===== src/rtl/cia_sp_peer_if.sv =====
// Signal bundle between cia_sp_peer (slave side) and its host plus CIA SP/CNT pins (master side).
interface cia_sp_peer_if;
  logic [7:0] tx_data;
  logic       tx_valid;
  logic       tx_ready;
  logic [7:0] rx_data;
  logic       rx_valid;
  logic       cnt_in;
  logic       sp_in;
  logic       cnt_out;
  logic       sp_out;
  logic       busy;

  modport master (
    output tx_data, tx_valid, cnt_in, sp_in,
    input  tx_ready, rx_data, rx_valid, cnt_out, sp_out, busy
  );

  modport slave (
    input  tx_data, tx_valid, cnt_in, sp_in,
    output tx_ready, rx_data, rx_valid, cnt_out, sp_out, busy
  );
endinterface


===== src/rtl/cia_sp_peer.sv =====
// Far-end partner of the CIA serial shift register: CNT-master transmitter and CNT-slave receiver.
// Optional build macro SP_PEER_RX_TIMEOUT_EN adds a receiver idle timeout that drops stalled partial bytes.
module cia_sp_peer #(
  parameter int unsigned HALF = 4
) (
  input  logic          clk,
  input  logic          res,
  input  logic          ce,
  cia_sp_peer_if.slave  bus
);

  typedef enum logic [1:0] {
    S_IDLE  = 2'd0,
    S_SETUP = 2'd1,
    S_LOW   = 2'd2
  } state_t;

  localparam logic [7:0] HALF_LAST = 8'(HALF - 1);

  state_t     r_state, w_state_nx;
  logic [7:0] r_half_cnt, w_half_cnt_nx;
  logic [6:0] r_shreg, w_shreg_nx;
  logic [2:0] r_bit_idx, w_bit_idx_nx;
  logic       r_cnt_out, w_cnt_out_nx;
  logic       r_sp_out, w_sp_out_nx;
  logic       r_tx_ready, w_tx_ready_nx;
  logic       w_accept;
  logic       w_half_done;
  logic       w_busy;

  logic       r_cnt_prev;
  logic [6:0] r_rx_shreg;
  logic [2:0] r_rx_idx;
  logic [7:0] r_rx_data;
  logic       r_rx_valid;
  logic       w_rx_edge;
  logic       w_rx_timeout;

  assign w_busy      = ~r_tx_ready;
  assign w_accept    = bus.tx_valid & r_tx_ready & ce;
  assign w_half_done = (r_half_cnt == HALF_LAST);

  // Transmit next-state and output decode
  always_comb begin
    w_state_nx    = r_state;
    w_half_cnt_nx = r_half_cnt;
    w_shreg_nx    = r_shreg;
    w_bit_idx_nx  = r_bit_idx;
    w_cnt_out_nx  = r_cnt_out;
    w_sp_out_nx   = r_sp_out;
    w_tx_ready_nx = r_tx_ready;
    case (r_state)
      S_IDLE: begin
        if (w_accept) begin
          // Bit 7 goes straight onto SP; the shift register keeps the remaining seven.
          w_state_nx    = S_SETUP;
          w_shreg_nx    = bus.tx_data[6:0];
          w_bit_idx_nx  = 3'd0;
          w_half_cnt_nx = 8'd0;
          w_cnt_out_nx  = 1'b1;
          w_sp_out_nx   = bus.tx_data[7];
          w_tx_ready_nx = 1'b0;
        end else begin
          w_cnt_out_nx  = 1'b1;
          w_sp_out_nx   = 1'b1;
          w_tx_ready_nx = 1'b1;
        end
      end
      S_SETUP: begin
        if (ce) begin
          if (w_half_done) begin
            w_state_nx    = S_LOW;
            w_half_cnt_nx = 8'd0;
            w_cnt_out_nx  = 1'b0;
          end else begin
            w_half_cnt_nx = r_half_cnt + 8'd1;
          end
        end else begin
          w_half_cnt_nx = r_half_cnt;
        end
      end
      S_LOW: begin
        if (ce) begin
          if (w_half_done) begin
            w_half_cnt_nx = 8'd0;
            w_shreg_nx    = {r_shreg[5:0], 1'b0};
            w_bit_idx_nx  = r_bit_idx + 3'd1;
            w_cnt_out_nx  = 1'b1;
            if (r_bit_idx == 3'd7) begin
              w_state_nx    = S_IDLE;
              w_sp_out_nx   = 1'b1;
              w_tx_ready_nx = 1'b1;
            end else begin
              w_state_nx    = S_SETUP;
              w_sp_out_nx   = r_shreg[6];
            end
          end else begin
            w_half_cnt_nx = r_half_cnt + 8'd1;
          end
        end else begin
          w_half_cnt_nx = r_half_cnt;
        end
      end
      default: begin
        w_state_nx    = S_IDLE;
        w_half_cnt_nx = 8'd0;
        w_cnt_out_nx  = 1'b1;
        w_sp_out_nx   = 1'b1;
        w_tx_ready_nx = 1'b1;
      end
    endcase
  end

  // Transmit state register
  always_ff @(posedge clk) begin
    if (res) begin
      r_state    <= S_IDLE;
      r_half_cnt <= 8'd0;
      r_shreg    <= 7'd0;
      r_bit_idx  <= 3'd0;
      r_cnt_out  <= 1'b1;
      r_sp_out   <= 1'b1;
      r_tx_ready <= 1'b1;
    end else begin
      r_state    <= w_state_nx;
      r_half_cnt <= w_half_cnt_nx;
      r_shreg    <= w_shreg_nx;
      r_bit_idx  <= w_bit_idx_nx;
      r_cnt_out  <= w_cnt_out_nx;
      r_sp_out   <= w_sp_out_nx;
      r_tx_ready <= w_tx_ready_nx;
    end
  end

  // Edges are judged against pre-edge busy, so an accept on the 8th rx edge still delivers the byte.
  assign w_rx_edge = ce & ~r_cnt_prev & bus.cnt_in & ~w_busy;

`ifdef SP_PEER_RX_TIMEOUT_EN
  logic [7:0] r_idle_cnt;
  logic       w_rx_stall;

  assign w_rx_stall   = (r_rx_idx != 3'd0) & (bus.cnt_in == r_cnt_prev);
  assign w_rx_timeout = ce & w_rx_stall & (r_idle_cnt == 8'd254);

  // Idle tick counter for a partially received byte
  always_ff @(posedge clk) begin
    if (res) begin
      r_idle_cnt <= 8'd0;
    end else if (ce) begin
      if (w_rx_stall & ~w_rx_timeout) begin
        r_idle_cnt <= r_idle_cnt + 8'd1;
      end else begin
        r_idle_cnt <= 8'd0;
      end
    end else begin
      r_idle_cnt <= r_idle_cnt;
    end
  end
`else
  assign w_rx_timeout = 1'b0;
`endif

  // Receiver shift register, byte delivery and CNT edge history
  always_ff @(posedge clk) begin
    if (res) begin
      r_cnt_prev <= 1'b1;
      r_rx_shreg <= 7'd0;
      r_rx_idx   <= 3'd0;
      r_rx_data  <= 8'd0;
      r_rx_valid <= 1'b0;
    end else begin
      r_rx_valid <= 1'b0;
      if (ce) begin
        // History is pinned high while transmitting so our own final CNT rise is not seen as data.
        r_cnt_prev <= w_busy ? 1'b1 : bus.cnt_in;
        if (w_rx_edge) begin
          r_rx_shreg <= {r_rx_shreg[5:0], bus.sp_in};
          r_rx_idx   <= r_rx_idx + 3'd1;
          if (r_rx_idx == 3'd7) begin
            r_rx_data  <= {r_rx_shreg, bus.sp_in};
            r_rx_valid <= 1'b1;
          end else begin
            r_rx_data  <= r_rx_data;
          end
        end else if (w_rx_timeout) begin
          r_rx_idx <= 3'd0;
        end else begin
          r_rx_idx <= r_rx_idx;
        end
      end else begin
        r_cnt_prev <= r_cnt_prev;
      end
    end
  end

  assign bus.tx_ready = r_tx_ready;
  assign bus.busy     = ~r_tx_ready;
  assign bus.cnt_out  = r_cnt_out;
  assign bus.sp_out   = r_sp_out;
  assign bus.rx_data  = r_rx_data;
  assign bus.rx_valid = r_rx_valid;

endmodule


===== src/flat_wrapper.sv =====
// flat-port wrapper written by rule: the top's interface ports become plain ports
module cia_sp_peer_flat 
#(
  parameter int unsigned HALF = 4
)
  (clk, res, ce, bus_tx_data, bus_tx_valid, bus_cnt_in, bus_sp_in, bus_tx_ready, bus_rx_data, bus_rx_valid, bus_cnt_out, bus_sp_out, bus_busy);
  cia_sp_peer_if bus_i ();
  input  logic clk;
  input  logic res;
  input  logic ce;
  input wire logic [$bits(bus_i.tx_data)-1:0] bus_tx_data;
  input wire logic [$bits(bus_i.tx_valid)-1:0] bus_tx_valid;
  input wire logic [$bits(bus_i.cnt_in)-1:0] bus_cnt_in;
  input wire logic [$bits(bus_i.sp_in)-1:0] bus_sp_in;
  output wire logic [$bits(bus_i.tx_ready)-1:0] bus_tx_ready;
  output wire logic [$bits(bus_i.rx_data)-1:0] bus_rx_data;
  output wire logic [$bits(bus_i.rx_valid)-1:0] bus_rx_valid;
  output wire logic [$bits(bus_i.cnt_out)-1:0] bus_cnt_out;
  output wire logic [$bits(bus_i.sp_out)-1:0] bus_sp_out;
  output wire logic [$bits(bus_i.busy)-1:0] bus_busy;
  assign bus_i.tx_data = bus_tx_data;
  assign bus_i.tx_valid = bus_tx_valid;
  assign bus_i.cnt_in = bus_cnt_in;
  assign bus_i.sp_in = bus_sp_in;
  assign bus_tx_ready = bus_i.tx_ready;
  assign bus_rx_data = bus_i.rx_data;
  assign bus_rx_valid = bus_i.rx_valid;
  assign bus_cnt_out = bus_i.cnt_out;
  assign bus_sp_out = bus_i.sp_out;
  assign bus_busy = bus_i.busy;
  cia_sp_peer #(.HALF(HALF)) u_core (.clk(clk), .res(res), .ce(ce), .bus(bus_i));
endmodule

===== config.mk =====
export PLATFORM = sky130hd
export DESIGN_NAME = cia_sp_peer_flat
export DESIGN_NICKNAME = d
export VERILOG_FILES = /design/src/rtl/cia_sp_peer_if.sv /design/src/rtl/cia_sp_peer.sv /design/src/flat_wrapper.sv
export SDC_FILE = /design/constraint.sdc
export NUM_CORES = 1
export LEC_CHECK = 0
export ABC_AREA = 1
export CAP_MARGIN = 20
export CORE_MARGIN = 2
export CORE_UTILIZATION = 45
export CTS_CLUSTER_DIAMETER = 60
export CTS_CLUSTER_SIZE = 24
export DETAILED_ROUTE_END_ITERATION = 10
export PLACE_DENSITY = 0.75
export SYNTH_ARGS = -nofsm -noshare
export SYNTH_HDL_FRONTEND = slang
export SYNTH_SLANG_ARGS = --single-unit

===== constraint.sdc =====
create_clock -name clk -period 1.4 [get_ports clk]
set_clock_uncertainty 0.1 [all_clocks]
set_input_delay 0.21 -clock clk [delete_from_list [all_inputs] [get_ports clk]]
set_output_delay 0.21 -clock clk [all_outputs]
set_load 0.1 [all_outputs]

==> metrics.txt <==
Hold Path End u_core.r_shreg[0]; fraction of layout cells with a size suffix above 1 37.83%; Setup CP Type reg -> reg; residual DRC count 0; Starting Density 47.12%; post-route insts no fill 393; CTS tree built; Worst R2R Start u_core.r_half_cnt[1]; Req. time, crit path 1.49 ns; FF-to-FF path depth 8; Final min period 1.465 ns; hold_sp u_core.r_shreg[0]; static leakage 1.411 nW; slack of the critical path -0.06520 ns; Synth cell types 30; Longest Clk Path Bufs 2; hold violation count in the final report 0; startpoint types flip-flop; Syn Inst Count 273; worst-case hold slack 0.3755 ns; f_max 682.5 MHz; # diodes 0; Seq/Total Area, Yosys 41.67%; number of global-route vias before repair 2057; RSZ-0062 raised after global routing true; largest net degree at the start of global routing 16; Top Ports 27; Worst path max stage delay 0.37 ns; initial antenna violation count 0; min-delay worst type reg -> reg; Sink Count 43; CTS buffer count 5; slew margin rel. 83.03%; Worst R2R Setup Slack -0.07 ns; Die W 71.76 µm; Worst Setup End Kind flip-flop; Final Max Slew Viols 0; die area 5149 µm²; placed cells 378; Vias 2071; post-route ant nets 0; via/cell ratio 5.270; Avg WL per Cell 14.59 µm; Slew @ Worst Pin 0.2527 ns; worst vdd rail ir drop 1129 µV; H-Tree Depth 2; Port Buf Inserts 26; Post-synth ARST share 0%; nets 364; WHS Path Cells 2; clock root cell clkbuf_8; detailed placement HPWL 3526 µm; Die H 71.76 µm; global-route wire length before repair 9045 µm; CP Cell Sequence ha_4 > nand2_4 > nor2_4 > nand2_1 > nand2_2 > nand3_1 > nand2_1 > nand3_1; Layout area overhead 54.69%; max cap viols 0; RR Endpoint u_core.bus.tx_ready; Reg clk slew, reported paths 0.09 ns; Max FO, Critical Path 5; failing checks setup timing; PwrDens 1810 nW/µm²; hold_buf cts 0; DRC violation total after the first TritonRoute iteration 162; crit path DAT 1.56 ns; grt ovf 0; routed wire length 5734 µm; CORE AREA 4384 µm²; most frequent cells in the layout 47 x nand2_1, 37 x buf_4, 37 x dfxtp_1; crit share post-route 104.7%; syn_nets 297; number of synthesized flops with an enable pin 0; GRT Util Overall 22.13%; Avg Inst Size Synth 7.567 µm²; GPL Wtd Cong 0.7807; Top FF cell, synth dfxtp_1; synthesized area 2066 µm²; Syn. warnings 0; Synth Register Bits 43; setup-violating endpoint count in the final report 19; row cnt 24; 1st-pass router iterations 7; clk_lat worst skew 0.30 ns; CP max stage cell dfxtp_2; most common cell after layout, fill and taps aside nand2_1; run status finished, violations left
-- stage by stage --
| stage | worst slack [ns] | util (%) | setup TNS, ns | cell area (µm²) | total power, mW |
|---|---|---|---|---|---|
| 2_1_floorplan | -0.03111 | - | -0.5022 | 2135 | 3.309 |
| 3_3_place_gp | -0.4060 | 63.70 | -14.84 | 2793 | 4.076 |
| 3_5_place_dp | -0.4558 | 63.70 | -16.13 | 2793 | 4.146 |
| 4_1_cts | -0.03736 | 68.84 | -0.1526 | 3018 | 5.279 |
| 5_1_grt | -0.1189 | 72.89 | -1.789 | 3196 | 6.084 |
| 6_report | -0.06520 | 72.89 | -0.6435 | 3196 | 5.784 |
-- area by class of cell --
cell class,instances,area (µm²)
Clock buffer,5,68.82
Clock inverter,3,23.77
Fill cell,295,1189
Inverter,24,103.9
Multi-Input combinational cell,198,1320
Sequential cell,43,873.3
Tap cell,52,65.06
Timing Repair Buffer,68,740.7
-- sequential cells by signal (all words and copies together) (netlist names) --
signal,flops
u_core.bus.cnt_out,1
u_core.bus.rx_data,8
u_core.bus.rx_valid,1
u_core.bus.sp_out,1
u_core.bus.tx_ready,1
u_core.r_bit_idx,3
u_core.r_cnt_prev,1
u_core.r_half_cnt,8
u_core.r_rx_idx,3
u_core.r_rx_shreg,7
u_core.r_shreg,7
u_core.r_state,2
-- critical path, delay by kind of cell (launching register included) --
family	cells	cell delay, ns
adders and majority gates	1	0.15
and+or+nand+nor	7	0.74
DFF	1	0.37
-- cell families after synthesis --
family	Yosys count	synth area share (%)
flops	43	41.67
simple gates	147	32.89
buf+inv	32	6.965
compound gates	33	8.661
mux	6	2.907
fa+ha+maj	10	6.057
xor+xnor	2	0.8481
-- power by group --
part           total, mW  internal (mW)  switching (mW)  leakage, nW
Clock              0.813          0.357           0.457       0.0408
Sequential          1.59           1.42           0.172        0.352
Combinational       3.38           1.49            1.89         1.02
Total               5.78           3.26            2.52         1.41
-- what timing repair did --
item / 4_1_cts / 5_1_grt
buffers inserted: 3 / 5
endpoints found under the setup margin: 41 / 40
cloned: 0 / 0
pin swaps: 13 / 18
gates resized for setup: 31 / 34
hold endpoints to repair: 0 / 0
-- metal layers --
metal  part of all wire (%)  vias up  wire, µm  global-route usage (%)
met5                      0        -         0                       0
met4                    1.4        0        78                   7.547
met3                    4.4       10       252                   5.626
met2                     53       59      3061                   38.37
met1                     41      983      2341                   26.60
li1                       -     1019         -                       -
-- synthesized netlist by cell type (3+ instances only) --
cell type / number / area [µm²]
a21oi_1: 17 / 85.08
buf_2: 3 / 15.01
dfxtp_1: 43 / 860.8
ha_1: 10 / 125.1
inv_1: 20 / 75.07
inv_2: 3 / 11.26
mux2i_1: 6 / 60.06
nand2_1: 60 / 225.2
nand2_2: 4 / 25.02
nand3_1: 25 / 125.1
nand3_2: 3 / 30.03
nand4_1: 4 / 25.02
nor2_1: 41 / 153.9
o21ai_0: 12 / 60.06
-- worst max-delay path by stage --
stage,startpoint,to,slack [ns]
after CTS,u_core.r_half_cnt[0],u_core.r_state[1],-0.04
after global routing,u_core.r_state[1],u_core.r_half_cnt[4],-0.12
after floorplan,u_core.bus.tx_ready,u_core.bus.rx_data[7],-0.03
final,u_core.r_half_cnt[1],u_core.bus.tx_ready,-0.07
after global placement,ce,u_core.r_half_cnt[4],-0.41
after detailed placement,ce,u_core.r_half_cnt[4],-0.46
(Power assumes the default switching activity.)
